`src/rtl/vend_key_events.sv`:
```
// vend_key_events
// Switch-input front end for the vending SoC. Raw slide switches
// {Cancel, Confirm, Done, coins[2:0]} are synchronised, debounced, and
// every debounced rising edge is turned into a timestamped event queued in
// a small FIFO. The Nios CPU drains the FIFO over an Avalon-MM slave and can
// enable a level interrupt that is raised while the FIFO holds entries.
//
// Ports:
//   clk            system clock (CPU_CLK domain)
//   rst            asynchronous active-high reset
//   key_in         raw switch levels, asynchronous to clk
//   level_out      debounced switch levels
//   avs_address    register select: 0 DATA, 1 STATUS, 2 CONTROL, 3 TIME
//   avs_read       read strobe (fixed latency 1, no wait states)
//   avs_write      write strobe
//   avs_writedata  write data
//   avs_readdata   registered read data, holds until the next read
//   irq            registered level interrupt: irq_en & FIFO not empty
module vend_key_events #(
    parameter int N_IN            = 6,
    parameter int DEBOUNCE_CYCLES = 1000000,
    parameter int FIFO_DEPTH      = 8
) (
    input  logic              clk,
    input  logic              rst,
    input  logic [N_IN-1:0]   key_in,
    output logic [N_IN-1:0]   level_out,
    input  logic [1:0]        avs_address,
    input  logic              avs_read,
    input  logic              avs_write,
    input  logic [31:0]       avs_writedata,
    output logic [31:0]       avs_readdata,
    output logic              irq
);

    localparam int CNT_W   = (DEBOUNCE_CYCLES > 1) ? $clog2(DEBOUNCE_CYCLES) : 1;
    localparam int PTR_W   = (FIFO_DEPTH > 1) ? $clog2(FIFO_DEPTH) : 1;
    localparam int FCNT_W  = PTR_W + 1;
    localparam int ENTRY_W = 16 + N_IN;

    localparam logic [CNT_W-1:0]  CNT_LAST = CNT_W'(DEBOUNCE_CYCLES - 1);
    localparam logic [FCNT_W-1:0] FULL_CNT = FCNT_W'(FIFO_DEPTH);

    // DATA word: valid flag in bit 31, timestamp above the rise mask.
    function automatic logic [31:0] pack_data(input logic [ENTRY_W-1:0] e);
        logic [31:0] w;
        w                = '0;
        w[31]            = 1'b1;
        w[N_IN +: 16]    = e[ENTRY_W-1 -: 16];
        w[N_IN-1:0]      = e[N_IN-1:0];
        return w;
    endfunction

    function automatic logic [31:0] pack_status(input logic [FCNT_W-1:0] c,
                                                input logic o,
                                                input logic ie,
                                                input logic [N_IN-1:0] lv);
        logic [31:0] w;
        w               = '0;
        w[FCNT_W-1:0]   = c;
        w[8]            = o;
        w[9]            = ie;
        w[16 +: N_IN]   = lv;
        return w;
    endfunction

    // ---- stage p0/p1: two-flop synchroniser ----
    logic [N_IN-1:0] sync_p0;
    logic [N_IN-1:0] sync_p1;

    always_ff @(posedge clk or posedge rst) begin
        if (rst) begin
            sync_p0 <= '0;
            sync_p1 <= '0;
        end else begin
            sync_p0 <= key_in;
            sync_p1 <= sync_p0;
        end
    end

    // ---- stage p2: per-bit debounce ----
    logic [CNT_W-1:0] cnt [N_IN];
    logic [N_IN-1:0]  stable;
    logic [N_IN-1:0]  stable_d;
    logic [N_IN-1:0]  rise;

    always_ff @(posedge clk or posedge rst) begin
        if (rst) begin
            for (int i = 0; i < N_IN; i++) cnt[i] <= '0;
            stable   <= '0;
            stable_d <= '0;
        end else begin
            stable_d <= stable;
            for (int i = 0; i < N_IN; i++) begin
                if (sync_p1[i] == stable[i]) begin
                    cnt[i] <= '0;
                end else if (cnt[i] == CNT_LAST) begin
                    stable[i] <= ~stable[i];
                    cnt[i]    <= '0;
                end else begin
                    cnt[i] <= cnt[i] + CNT_W'(1);
                end
            end
        end
    end

    assign level_out = stable;
    assign rise      = stable & ~stable_d;

    // Free-running timestamp; an entry captures the value of the rise cycle.
    logic [15:0] ts;

    always_ff @(posedge clk or posedge rst) begin
        if (rst) ts <= '0;
        else     ts <= ts + 16'd1;
    end

    // ---- event FIFO ----
    logic [ENTRY_W-1:0] mem [FIFO_DEPTH];
    logic [PTR_W-1:0]   wr_ptr;
    logic [PTR_W-1:0]   rd_ptr;
    logic [FCNT_W-1:0]  count;
    logic               ovf;
    logic               irq_en;

    logic fifo_empty, fifo_full;
    logic rd_req, wr_ctrl, flush, pop, push_req, push, drop;

    assign fifo_empty = (count == '0);
    assign fifo_full  = (count == FULL_CNT);
    // A simultaneous write wins: the read returns 0 and must not pop.
    assign rd_req     = avs_read & ~avs_write;
    assign wr_ctrl    = avs_write & (avs_address == 2'd2);
    assign flush      = wr_ctrl & avs_writedata[2];
    assign pop        = rd_req & (avs_address == 2'd0) & ~fifo_empty;
    assign push_req   = (|rise) & ~flush;
    // When full, a same-cycle pop frees the slot for the incoming entry.
    assign push       = push_req & (~fifo_full | pop);
    assign drop       = push_req & fifo_full & ~pop;

    logic unused_wdata;
    assign unused_wdata = ^avs_writedata[31:3];

    always_ff @(posedge clk) begin
        if (push) mem[wr_ptr] <= {ts, rise};
    end

    always_ff @(posedge clk or posedge rst) begin
        if (rst) begin
            wr_ptr <= '0;
            rd_ptr <= '0;
            count  <= '0;
            ovf    <= 1'b0;
            irq_en <= 1'b0;
            irq    <= 1'b0;
        end else begin
            if (flush) begin
                wr_ptr <= '0;
                rd_ptr <= '0;
                count  <= '0;
            end else begin
                if (push) wr_ptr <= wr_ptr + PTR_W'(1);
                if (pop)  rd_ptr <= rd_ptr + PTR_W'(1);
                case ({push, pop})
                    2'b10:   count <= count + FCNT_W'(1);
                    2'b01:   count <= count - FCNT_W'(1);
                    default: count <= count;
                endcase
            end
            if (wr_ctrl) begin
                irq_en <= avs_writedata[0];
                if (avs_writedata[1]) ovf <= 1'b0;
            end
            // A drop in the same cycle as a clear leaves the flag set.
            if (drop) ovf <= 1'b1;
            irq <= irq_en & (count != '0);
        end
    end

    // ---- Avalon read port, latency 1 ----
    always_ff @(posedge clk or posedge rst) begin
        if (rst) begin
            avs_readdata <= '0;
        end else if (avs_read) begin
            if (avs_write) begin
                avs_readdata <= '0;
            end else begin
                case (avs_address)
                    2'd0:    avs_readdata <= fifo_empty ? '0 : pack_data(mem[rd_ptr]);
                    2'd1:    avs_readdata <= pack_status(count, ovf, irq_en, stable);
                    2'd2:    avs_readdata <= {31'd0, irq_en};
                    default: avs_readdata <= {16'd0, ts};
                endcase
            end
        end
    end

endmodule
```
`config.mk`:
```
export PLATFORM = sky130hd
export DESIGN_NAME = vend_key_events
export DESIGN_NICKNAME = d
export VERILOG_FILES = /design/src/rtl/vend_key_events.sv
export SDC_FILE = /design/constraint.sdc
export NUM_CORES = 1
export LEC_CHECK = 0
export CAP_MARGIN = 20
export CORE_MARGIN = 1
export CORE_UTILIZATION = 60
export CTS_CLUSTER_SIZE = 24
export DETAILED_ROUTE_END_ITERATION = 7
export GPL_TIMING_DRIVEN = 0
export MAX_ROUTING_LAYER = met4
export PLACE_DENSITY = 0.8
export SLEW_MARGIN = 20
export SYNTH_ARGS = -nofsm -noshare
export SYNTH_HDL_FRONTEND = slang
export SYNTH_SLANG_ARGS = --single-unit
export TNS_END_PERCENT = 10
```
`constraint.sdc`:
```
create_clock -name clk -period 8.4 [get_ports clk]
set_input_delay 0.84 -clock clk [delete_from_list [all_inputs] [get_ports clk]]
set_output_delay 0.84 -clock clk [all_outputs]
set_load 0.05 [all_outputs]
```
After elaboration in Yosys (flattened, before gate mapping) --
Memories as Yosys holds them, arrays and structs flattened. Index checks and enable logic that the tools add are counted.
Operators by class: $add $sub $neg 11, equal/unequal tests 17, muxes and demuxes 26, bitwise gates (word level) 30, reduce and logical (&&, ||, !) cells 16
Operators with widths (count):
- 20-bit 2-to-1 mux | 12
- 20-bit by 1-bit adder with 20-bit output, second input constant | 6
- 20-bit equality test, second input constant | 6
- 32-bit one-hot mux with 3 select lines | 1
- 32-bit 2-to-1 mux | 2
- 1-bit inverter | 17
- 16-bit by 1-bit adder with 16-bit output, second input constant | 1
- 2-bit AND reduction | 7
- 3-bit 2-to-1 mux | 4
- 1-bit AND | 10
- 4-bit one-hot mux with 2 select lines | 1
- 2-bit nonzero test | 4
- 3-bit by 1-bit adder with 3-bit output, second input constant | 2
- 6-bit AND | 1
- 1-bit equality test | 6
- 6-bit inverter | 1
- 6-bit OR reduction | 1
- 1-bit 2-to-1 mux | 5
- 4-bit by 1-bit adder with 4-bit output, second input constant | 1
- 2-bit by 1-bit equality test with 1-bit output, second input constant | 2
- 2-bit equality test, second input constant | 2
- 4-bit equality test, second input constant | 1
- 4-bit zero test | 1
- 4-bit 2-to-1 mux | 1
- other kinds (5) | 5
Storage, ports and cells: bits in registers 205, RAM bits 176, input port bits 44, output and inout port bits 39, word-level logic and storage cells 124, memories kept 1
Memories:
- mem | words 8, width 22, read ports 1, clocked after memory_dff 0, wr ports 1, line 119 | logic [ENTRY_W-1:0] mem [FIFO_DEPTH];

Logic depth before layout (Yosys ltp) --
Gate-level depths: netlist of the first run.
depth in word-level cells 9, depth in mapped cells 11

Least setup slack after synthesis of the first run --
OpenSTA, ideal clock, no wires.
path type input-to-reg, from input port avs_address[1], to memory mem[0][0] in the netlist's numbering, enable pin, arrival 3.419 ns, required time 7.971 ns, slack 4.553 ns, stages on the path 5, cells stage by stage buf_6 > or4b_1 > nand3_1 > nand4b_1 > nor3_1
Between the ends: word-level cells in the longest chain between the ends 8, elaborated cells on any way between the ends 12
RTL lines:
- start, declared | line 28 | input logic [1:0] avs_address,
- 2-bit equality test | line 133 | assign wr_ctrl = avs_write & (avs_address == 2'd2);
- 1-bit AND | line 133
- 1-bit AND | line 134 | assign flush = wr_ctrl & avs_writedata[2];
- 1-bit inverter | line 136 | assign push_req = (|rise) & ~flush;
- 1-bit AND | line 136
- 1-bit AND * | line 138 | assign push = push_req & (~fifo_full | pop);
- 1-bit 2-to-1 mux * | line 145 | if (push) mem[wr_ptr] <= {ts, rise};
- 1-bit 2-to-1 mux (implied by the code) * | line 145
- end, declared | line 119
Every way passes the cells marked *; elsewhere a longest branch is shown, timed or not.

Worst setup path in the final report of the first run --
from register stable[1] (netlist: level_out[1]), to memory mem[1][4] in the netlist's numbering, enable pin
Between the ends: word-level cells in the longest chain between the ends 6
RTL lines:
- start, declared | line 83 | logic [N_IN-1:0] stable;
- start signal, assigned by index | line 98 | stable[i] <= ~stable[i];
- 6-bit AND | line 108 | assign rise = stable & ~stable_d;
- net rise[1] | line 85 | logic [N_IN-1:0] rise;
- 6-bit OR reduction | line 136
- 1-bit AND | line 136
- 1-bit AND | line 138
- 1-bit 2-to-1 mux | line 145
- 1-bit 2-to-1 mux (implied by the code) | line 145
The timed path passes the listed nets, and every way through them passes these cells.

==> impl_metrics.env, run 1 <==
export IMPL_synthMuxAreaShare_pct=8.78
export IMPL_ctsResizeCount=0
export IMPL_synth_area_mm2=0.0157
export IMPL_status="completed"
export IMPL_fin_tns_setup_ns=0
export IMPL_ys_types=59
export IMPL_period_needed_ns=3.66
export IMPL_async_reset_ff_share_pct=52.7
export IMPL_syn_avg_cell_area_um2=13.7
export IMPL_clk_latency_ns=0.54
export IMPL_worstSetupPathType="reg2reg"
export IMPL_tightest_slew_ns=1.02
export IMPL_rsz0062_at_grt="no"
export IMPL_worstPathArrival_ns=3.90
export IMPL_die_area_mm2=0.0269
export IMPL_drt_antenna_violating_nets=0
export IMPL_grt_remaining_overflow=0
export IMPL_fin_util_pct=71.7
export IMPL_area_growth_syn_to_layout_pct=16.2
export IMPL_powerDensity_mw_per_mm2=230
export IMPL_gp_congestion=0.834
export IMPL_grt_pass1_wl_um=52500
export IMPL_core_area_mm2=0.0255
export IMPL_synth_xor_area_share_pct=7.35
export IMPL_dieHeight_um=164
export IMPL_vias=9590
export IMPL_report_final_slew_viol_count=0
export IMPL_timing_fmax_mhz=273
export IMPL_io_buffers=42
export IMPL_wl_per_cell_um=20.7
export IMPL_hold_path_class="reg2reg"
export IMPL_cp_max_fo=9
export IMPL_fill_cells=1606
export IMPL_clock_sinks=372
export IMPL_finalSetupViolCount=0
export IMPL_synth_flop_cell="dfrtp_1"
export IMPL_drc=0
export IMPL_synth_edff_count=176
export IMPL_relSlewSlack_pct=32.0
export IMPL_root_buffer="clkbuf_16"
export IMPL_dr_first_iter_drc_count=789
export IMPL_cts_tree="yes"
export IMPL_final_hold_viol_count=0
export IMPL_synth_compound_area_share_pct=2.27
export IMPL_routed_wl_um=33500
export IMPL_synth_seq_area_share_pct=64.8
export IMPL_p_leak_nw=7.40
export IMPL_drive_gt1_share_pct=13.0
export IMPL_via_per_inst=5.94
export IMPL_finalPower_mw=4.19
export IMPL_hpwl_um=20600
export IMPL_synthSimpleGateAreaFrac_pct=13.7
export IMPL_synth_top_family_by_area="simple AND/OR/NAND/NOR gates"
export IMPL_yosys_warnings=0
export IMPL_num_io_pins=83
export IMPL_dpl_cell_count=1546
export IMPL_worst_ir_drop_vdd_mv=0.182
export IMPL_nets=1312
export IMPL_required_ns=8.64
export IMPL_fin_cells=1615
export IMPL_grt_antenna_before_repair=0
export IMPL_grt_max_degree=90
export IMPL_start_kind="flop"
export IMPL_max_cap_viol_count=0
export IMPL_min_period_over_period_pct=43.6
export IMPL_dr_pass1_iters=5
export IMPL_synth_cells=1152
export IMPL_antenna_cells=0
export IMPL_initial_utilization_pct=61.7
export IMPL_synthAdderAreaFrac_pct=1.00
export IMPL_dpl_cell_area_mm2=0.0169
export IMPL_clockBufferDepth=3
export IMPL_rows=58
export IMPL_grt_usage_pct=26.9
export IMPL_post_cts_setup_buffer_count=0
export IMPL_fin_skew_ns=0.0211
export IMPL_die_x_um=164
export IMPL_postLayoutCellArea_mm2=0.0183
export IMPL_cts_htree_levels=2
export IMPL_ys_seq_elements=372
export IMPL_cts_hold_buf=0
export IMPL_end_kind="flop"
export IMPL_grt_pass1_vias=9617
export IMPL_cts_buffers=38
export IMPL_clk_pin_slew_ns=0.06
==> state kept, by name (all words and copies together), names as in the netlist, 3 cells and up <==
register,count
sync_p1,6
cnt,120
mem,176
avs_readdata,23
stable_d,6
count,4
ts,16
sync_p0,6
level_out,6
wr_ptr,3
rd_ptr,3
==> cell usage in the layout, fill, tap and decap left out, types with 24 or more instances in the layout <==
master,netlist,routed
and3_1,28,28
clkbuf_1,21,30
clkbuf_16,0,39
clkdlybuf4s50_1,0,42
dfrtp_1,196,196
edfxtp_1,176,176
mux2i_1,30,30
mux4_2,44,44
nand2_1,53,53
nand3_1,52,52
nand4_1,29,29
nor2_1,156,150
o21ai_0,24,24
xnor2_1,58,58
xor2_1,74,74
==> kinds of logic (layout without fill, tap and decap cells) <==
family | after synthesis | after routing
AOI/OAI and AO/OA | 60 | 60
xor gates and xnor gates | 132 | 132
adders and majority gates | 12 | 12
buffers and inverters | 66 | 191
DFF | 372 | 372
muxes | 82 | 82
other | 1 | 9
and+or+nand+nor | 427 | 427
==> report_power, final <==
group / leakage [nW] / total [mW] / switching, mW / internal [mW]
sequential: 4.64 / 1.96 / 0.0350 / 1.93
combinational: 2.10 / 0.406 / 0.257 / 0.149
clock: 0.667 / 1.83 / 0.691 / 1.14
==> final cells by class <==
class                      count  area [um2]  area share, %
sequential                   372       10200           55.8
multi-input combinational    722        5300           29.0
clock buffer                  52        1060           5.83
timing repair buffer          56         682           3.73
tap                          330         413           2.26
clock inverter                17         292           1.60
buffer                        46         250           1.37
inverter                      20        82.6          0.452
==> cells in the mapped netlist (2+ instances only) <==
library cell	instances	share of area [%]
dfrtp_1	196	31
edfxtp_1	176	34
nor2_1	156	3.7
xor2_1	74	4.1
xnor2_1	58	3.2
nand2_1	53	1.3
nand3_1	52	1.7
mux4_2	44	6.3
mux2i_1	30	1.9
nand4_1	29	1.2
and3_1	28	1.1
o21ai_0	24	0.76
nor2b_1	22	0.88
clkbuf_1	21	0.50
nor3_1	21	0.67
inv_1	20	0.48
a21oi_1	19	0.60
buf_4	12	0.57
ha_1	11	0.88
and4_1	9	0.50
nor4_1	9	0.36
mux2_2	8	0.57
and2_1	7	0.28
buf_2	7	0.22
nand2b_1	6	0.24
nor4b_1	5	0.28
o221ai_1	5	0.28
or2_2	5	0.20
nand3b_1	4	0.19
nand4b_1	4	0.22
buf_6	3	0.21
or2_1	3	0.12
a211oi_1	2	0.095
buf_1	2	0.048
nor3b_1	2	0.095
or3_1	2	0.080
==> layer usage <==
layer,GRT usage [%],vias to the layer above,part of all wire (%)
met5,-,-,0
met4,11.3,0,3.6
met3,3.86,86,6.4
met2,43.0,355,49
met1,34.9,4809,41
li1,-,4340,-
==> through the flow <==
stage	setup slack, ns	hold WS (ns)
after global routing	4.64	0.354
final	4.74	0.346
after global placement	-0.394	0.334
after detailed placement	4.42	0.335
after CTS	4.81	0.348
after floorplan	2.22	0.331
==> critical path, stage by stage (launching register included) <==
cell	delay [ns]
dfrtp_1	0.51
nor2b_1	0.65
nor2_1	0.34
nand2_1	0.34
nand4_1	0.42
nor3_2	0.70
buf_6	0.22
buf_4	0.18
==> final timing paths <==
check,start,endpoint,slack [ns],cells past startpoint
worst max-delay path,level_out[1],mem[1][4],4.74,7
worst min-delay path,sync_p0[4],sync_p1[4],0.35,0
worst max register to register,level_out[1],mem[1][4],4.74,7
worst min register to register,sync_p0[4],sync_p1[4],0.35,0
max in group asynchronous,rst,avs_readdata[19],6.61,4
min in group asynchronous,rst,cnt[0],0.70,2
(Power assumes the default switching activity.)
==> run 2: changes to the inputs <==
--- a/config.mk
+++ b/config.mk
@@ -7,12 +7,12 @@
 export LEC_CHECK = 0
 export CAP_MARGIN = 20
 export CORE_MARGIN = 1
-export CORE_UTILIZATION = 60
+export CORE_UTILIZATION = 54
 export CTS_CLUSTER_SIZE = 24
 export DETAILED_ROUTE_END_ITERATION = 7
 export GPL_TIMING_DRIVEN = 0
 export MAX_ROUTING_LAYER = met4
-export PLACE_DENSITY = 0.8
+export PLACE_DENSITY = 0.76
 export SLEW_MARGIN = 20
 export SYNTH_ARGS = -nofsm -noshare
 export SYNTH_HDL_FRONTEND = slang
==> constraint.sdc (replaced) <==
create_clock -name clk -period 3.2 [get_ports clk]
set_input_delay 0.32 -clock clk [delete_from_list [all_inputs] [get_ports clk]]
set_output_delay 0.32 -clock clk [all_outputs]
set_load 0.05 [all_outputs]
==> impl_metrics.env, run 2 (synthesis gave the netlist of run 1 again) <==
export IMPL_status="completed"
export IMPL_root_buffer="clkbuf_16"
export IMPL_cts_tree="yes"
export IMPL_period_needed_ns=3.02
export IMPL_core_area_mm2=0.0287
export IMPL_critical_path_top_delay_family="simple AND/OR/NAND/NOR gates"
export IMPL_use_met1_pct=31.2
export IMPL_cts_hold_buf=0
export IMPL_rows=62
export IMPL_wl_per_cell_um=19.3
export IMPL_dr_pass1_iters=5
export IMPL_worstPathCellList="nor2b_2 -> nor4_4 -> nand2_1 -> nand4b_1 -> nor3_4 -> buf_4 -> buf_6"
export IMPL_hold_path_class="in2async"
export IMPL_fill_cells=2058
export IMPL_clk_latency_ns=0.53
export IMPL_finalSetupViolCount=0
export IMPL_via_per_inst=5.71
export IMPL_rsz0062_at_grt="no"
export IMPL_routed_wl_um=32300
export IMPL_io_buffers=42
export IMPL_fin_skew_ns=0.0128
export IMPL_start_kind="flop"
export IMPL_max_cap_viol_count=0
export IMPL_largest_register="mem"
export IMPL_report_final_slew_viol_count=0
export IMPL_drt_antenna_violating_nets=0
export IMPL_drc=0
export IMPL_clockBufferDepth=3
export IMPL_use_met2_pct=36.8
export IMPL_relSlewSlack_pct=27.1
export IMPL_critPathBufInv=2
export IMPL_path_depth=7
export IMPL_grt_usage_pct=23.1
export IMPL_cp_max_fo=9
export IMPL_worst_ir_drop_vdd_mv=0.363
export IMPL_vias=9568
export IMPL_tightest_slew_ns=1.09
export IMPL_initial_utilization_pct=54.8
export IMPL_cts_buffers=38
export IMPL_setup_slack_ns=0.184
export IMPL_rrSetupSlack_ns=0.18
export IMPL_timing_fmax_mhz=332
export IMPL_p_leak_nw=7.41
export IMPL_cpMaxStageDelayCell="nor2b_2"
export IMPL_required_ns=3.43
export IMPL_top_regs="mem (176), cnt (120), avs_readdata (23)"
export IMPL_use_met3_pct=3.47
export IMPL_drive_gt1_share_pct=13.7
export IMPL_grt_antenna_before_repair=0
export IMPL_end_kind="flop"
export IMPL_grt_pass1_wl_um=52500
export IMPL_grt_max_degree=35
export IMPL_nets=1318
export IMPL_clk_pin_slew_ns=0.06
export IMPL_grt_busiest_layer="met2"
export IMPL_fin_tns_setup_ns=0
export IMPL_slowest_delay_ns=0.50
export IMPL_post_place_ws_ns=-0.122
export IMPL_grt_pass1_vias=9590
export IMPL_grt_remaining_overflow=0
export IMPL_reg2reg_depth=7
export IMPL_worstPathArrival_ns=3.25
export IMPL_gp_congestion=0.824
export IMPL_mostFrequentLayoutCells="196 x dfrtp_1, 176 x edfxtp_1, 149 x nor2_1"
export IMPL_dieHeight_um=173
export IMPL_min_period_over_period_pct=94.3
export IMPL_hpwl_um=20900
export IMPL_antenna_cells=0
export IMPL_final_common_cell="dfrtp_1"
export IMPL_final_hold_viol_count=0
export IMPL_die_x_um=173
export IMPL_dr_first_iter_drc_count=727
export IMPL_cts_htree_levels=2
export IMPL_largest_reg_flops=176
export IMPL_num_io_pins=83
export IMPL_die_area_mm2=0.0298
export IMPL_area_growth_syn_to_layout_pct=17.1
export IMPL_clock_sinks=372
export IMPL_finalPower_mw=10.9
export IMPL_powerDensity_mw_per_mm2=594
export IMPL_worstSetupPathType="reg2reg"
==> run 2: changes by cell type in the layout (fill, tap and decap cells not counted), moves of 2 or more <==
cell / before / now
nor2b_1: 22 / 16
clkinvlp_4: 0 / 3
inv_6: 2 / 0
nor2b_2: 0 / 6
buf_12: 1 / 6
clkbuf_1: 30 / 34
buf_16: 7 / 5
clkbuf_8: 4 / 0
nor3_2: 2 / 0
clkbuf_16: 39 / 41
nor3_4: 0 / 2
==> run 2: where the power goes <==
part,internal (mW),total [mW],leakage (nW),switching [mW]
sequential,5.06,5.15,4.64,0.0891
combinational,0.399,1.06,2.12,0.662
clock,2.92,4.74,0.645,1.83
total,8.37,10.9,7.41,2.58
==> run 2: metal layers <==
layer,wire length (um),vias up,share of wire (%)
met1,13900,4864,43
met4,660,0,2.0
li1,-,4353,-
met5,0,-,0
met3,1730,48,5.3
met2,16000,303,50
==> run 2: final timing paths <==
kind | from | to
worst min register to register | sync_p0[1] | sync_p1[1]
min in group clk | avs_address[1] | avs_readdata[3]
max in group asynchronous | rst | sync_p1[3]
worst max register to register | level_out[4] | mem[0][19]
worst max-delay path | level_out[4] | mem[0][19]
worst min-delay path | rst | cnt[80]
==> run 2: worst register-to-register path: stages (launching register included) <==
cell and delay [ns]:
dfrtp_1 0.49, nor2b_2 0.51, nor4_4 0.14, nand2_1 0.28, nand4b_1 0.46, nor3_4 0.42, buf_4 0.26, buf_6 0.18
==> run 2: layout make-up <==
cell class / count / area, um2 / share of cell area (%)
Inverter: 20 / 78.8 / 0.428
Clock inverter: 16 / 259 / 1.41
Sequential cell: 372 / 10200 / 55.3
Multi-Input combinational cell: 722 / 5330 / 28.9
Tap cell: 384 / 480 / 2.61
Clock buffer: 54 / 1070 / 5.83
Buffer: 46 / 250 / 1.36
Timing Repair Buffer: 62 / 761 / 4.13
==> run 2: metrics by stage <==
stage               instance area [um2]  utilization, %  instances  hold WS, ns
floorplan                         15800               -       1160        0.331
global placement                  16700            58.1       1586        0.332
detailed placement                17000            59.4       1604        0.337
CTS                               18400            64.1       1674        0.155
global route                      18400            64.2       1676        0.204
finish                            18400            64.2       1676        0.162
==> run 2: what timing repair did <==
| action | 4_1_cts | 5_1_grt |
|---|---|---|
| pin swaps | 0 | 1 |
| gates resized for setup | 6 | 3 |
| buffers inserted | 0 | 2 |
| setup endpoints to repair | 21 | 80 |
==> run 3: changes to the inputs <==
--- a/config.mk
+++ b/config.mk
@@ -8,7 +8,7 @@
 export CAP_MARGIN = 20
 export CORE_MARGIN = 1
 export CORE_UTILIZATION = 54
-export CTS_CLUSTER_SIZE = 24
+export CTS_CLUSTER_SIZE = 12
 export DETAILED_ROUTE_END_ITERATION = 7
 export GPL_TIMING_DRIVEN = 0
 export MAX_ROUTING_LAYER = met4
==> impl_metrics.env, run 3 (synthesis gave the netlist of run 1 again) <==
export IMPL_reg2reg_depth=7
export IMPL_use_met1_pct=31.5
export IMPL_drt_antenna_violating_nets=0
export IMPL_largest_register="mem"
export IMPL_worstPathCellList="nor2b_2 -> nor4_4 -> nand2_1 -> nand4_1 -> nor3_4 -> buf_4 -> buf_6"
export IMPL_fin_skew_ns=0.0111
export IMPL_vias=9517
export IMPL_clk_pin_slew_ns=0.06
export IMPL_grt_busiest_layer="met2"
export IMPL_rows=62
export IMPL_clock_sinks=372
export IMPL_use_met3_pct=3.65
export IMPL_final_common_cell="dfrtp_1"
export IMPL_grt_usage_pct=23.4
export IMPL_area_growth_syn_to_layout_pct=16.3
export IMPL_fill_cells=2065
export IMPL_hpwl_um=20900
export IMPL_drive_gt1_share_pct=13.1
export IMPL_largest_reg_flops=176
export IMPL_rsz0062_at_grt="no"
export IMPL_worstSetupPathType="reg2reg"
export IMPL_required_ns=3.44
export IMPL_critical_path_top_delay_family="simple AND/OR/NAND/NOR gates"
export IMPL_dr_pass1_iters=5
export IMPL_p_leak_nw=7.34
export IMPL_report_final_slew_viol_count=0
export IMPL_regArea_mm2=0.0102
export IMPL_status="completed"
export IMPL_grt_pass1_vias=9627
export IMPL_cpMaxStageDelayCell="nor2b_2"
export IMPL_cts_buffers=40
export IMPL_num_io_pins=83
export IMPL_die_area_mm2=0.0298
export IMPL_finalSetupViolCount=0
export IMPL_nets=1319
export IMPL_relSlewSlack_pct=30.0
export IMPL_fin_util_pct=63.7
export IMPL_min_period_over_period_pct=93.3
export IMPL_grt_antenna_before_repair=1
export IMPL_tightest_slew_ns=1.05
export IMPL_max_cap_viol_count=0
export IMPL_start_kind="flop"
export IMPL_dpl_cell_area_mm2=0.0170
export IMPL_gp_congestion=0.824
export IMPL_clk_latency_ns=0.53
export IMPL_dieHeight_um=173
export IMPL_wl_per_cell_um=19.5
export IMPL_root_buffer="clkbuf_16"
export IMPL_multiInputGateArea_mm2=0.00534
export IMPL_core_area_mm2=0.0287
export IMPL_worstPathArrival_ns=3.23
export IMPL_cts_hold_buf=0
export IMPL_drc=0
export IMPL_top_regs="mem (176), cnt (120), avs_readdata (23)"
export IMPL_r2r_start="level_out[4]"
export IMPL_dr_first_iter_drc_count=797
export IMPL_worst_ir_drop_vdd_mv=0.387
export IMPL_postLayoutCellArea_mm2=0.0183
export IMPL_hold_path_class="in2async"
export IMPL_grt_remaining_overflow=0
export IMPL_slowest_delay_ns=0.49
export IMPL_clockBufferDepth=3
export IMPL_critPathBufInv=2
export IMPL_via_per_inst=5.68
export IMPL_routed_wl_um=32700
export IMPL_die_x_um=173
export IMPL_cp_max_fo=9
export IMPL_initial_utilization_pct=54.8
export IMPL_cts_tree="yes"
export IMPL_final_hold_viol_count=0
export IMPL_cts_htree_levels=2
export IMPL_grt_max_degree=35
export IMPL_end_kind="flop"
export IMPL_use_met2_pct=37.1
export IMPL_rrSetupSlack_ns=0.22
export IMPL_whs_ns=0.154
export IMPL_io_buffers=42
export IMPL_timing_fmax_mhz=335
export IMPL_grt_pass1_wl_um=52900
export IMPL_mostFrequentLayoutCells="196 x dfrtp_1, 176 x edfxtp_1, 150 x nor2_1"
export IMPL_period_needed_ns=2.98
export IMPL_rr_endpoint="mem[1][0]"
export IMPL_startpoint="level_out[4]"
export IMPL_antenna_cells=0
export IMPL_powerDensity_mw_per_mm2=575
## run 3: changes by cell type in the layout (fill, tap and decap cells not counted)
| cell | delta |
|---|---|
| clkbuf_8 | +3 |
| clkinv_2 | -3 |
| nor2_2 | -1 |
| clkinv_1 | +4 |
| nor2_1 | +1 |
| nor2b_2 | -2 |
| nor2b_4 | +2 |
| bufinv_16 | -6 |
| buf_4 | -1 |
| clkbuf_1 | +4 |
## run 3: cell type report
type,count,share of cell area (%)
timing repair buffer,61,4.12
sequential,372,55.7
buffer,46,1.37
clock inverter,11,0.431
inverter,20,0.431
multi-input combinational,722,29.2
clock buffer,61,6.18
tap,384,2.63
## run 3: what timing repair did
action	CTS	global route
pin swaps	0	2
resized for setup	6	4
buffers inserted	0	1
endpoints found under the setup margin	25	71
## run 3: where the power goes
part	internal, mW	switching (mW)	total (mW)
Combinational	0.398	0.653	1.05
Sequential	5.06	0.0874	5.14
Clock	2.51	1.82	4.33
Total	7.97	2.56	10.5
## run 3: stage by stage
stage               setup TNS [ns]  cells  total power, mW  setup WS, ns
global route                     0   1677             10.9        0.0123
floorplan                   -19.46   1160             5.97        -0.443
CTS                              0   1676             10.6        0.0381
global placement           -471.07   1586             6.27         -2.21
detailed placement          -0.932   1604             6.30        -0.122
finish                           0   1677             10.5         0.215
## run 3: how the worst max path moves through the flow
stage	endpoint	slack, ns	cells after the start
floorplan	mem[0][0]	-0.44	5
global placement	mem[0][21]	-2.21	5
detailed placement	mem[1][17]	-0.12	7
CTS	mem[1][0]	0.04	7
global route	mem[1][17]	0.01	7
finish	mem[1][0]	0.22	7
## run 3: worst register-to-register path: cells and delay by family, from the launching register on
kind	cells	cell delay, ns
and+or+nand+nor	5	1.80
buffers and inverters	2	0.43
DFF	1	0.48
## run 3: metal layers
metal | part of all wire (%) | routed length (um)
met1 | 42 | 13800
met2 | 49 | 16100
met3 | 6.2 | 2040
met4 | 2.3 | 766
met5 | 0 | 0
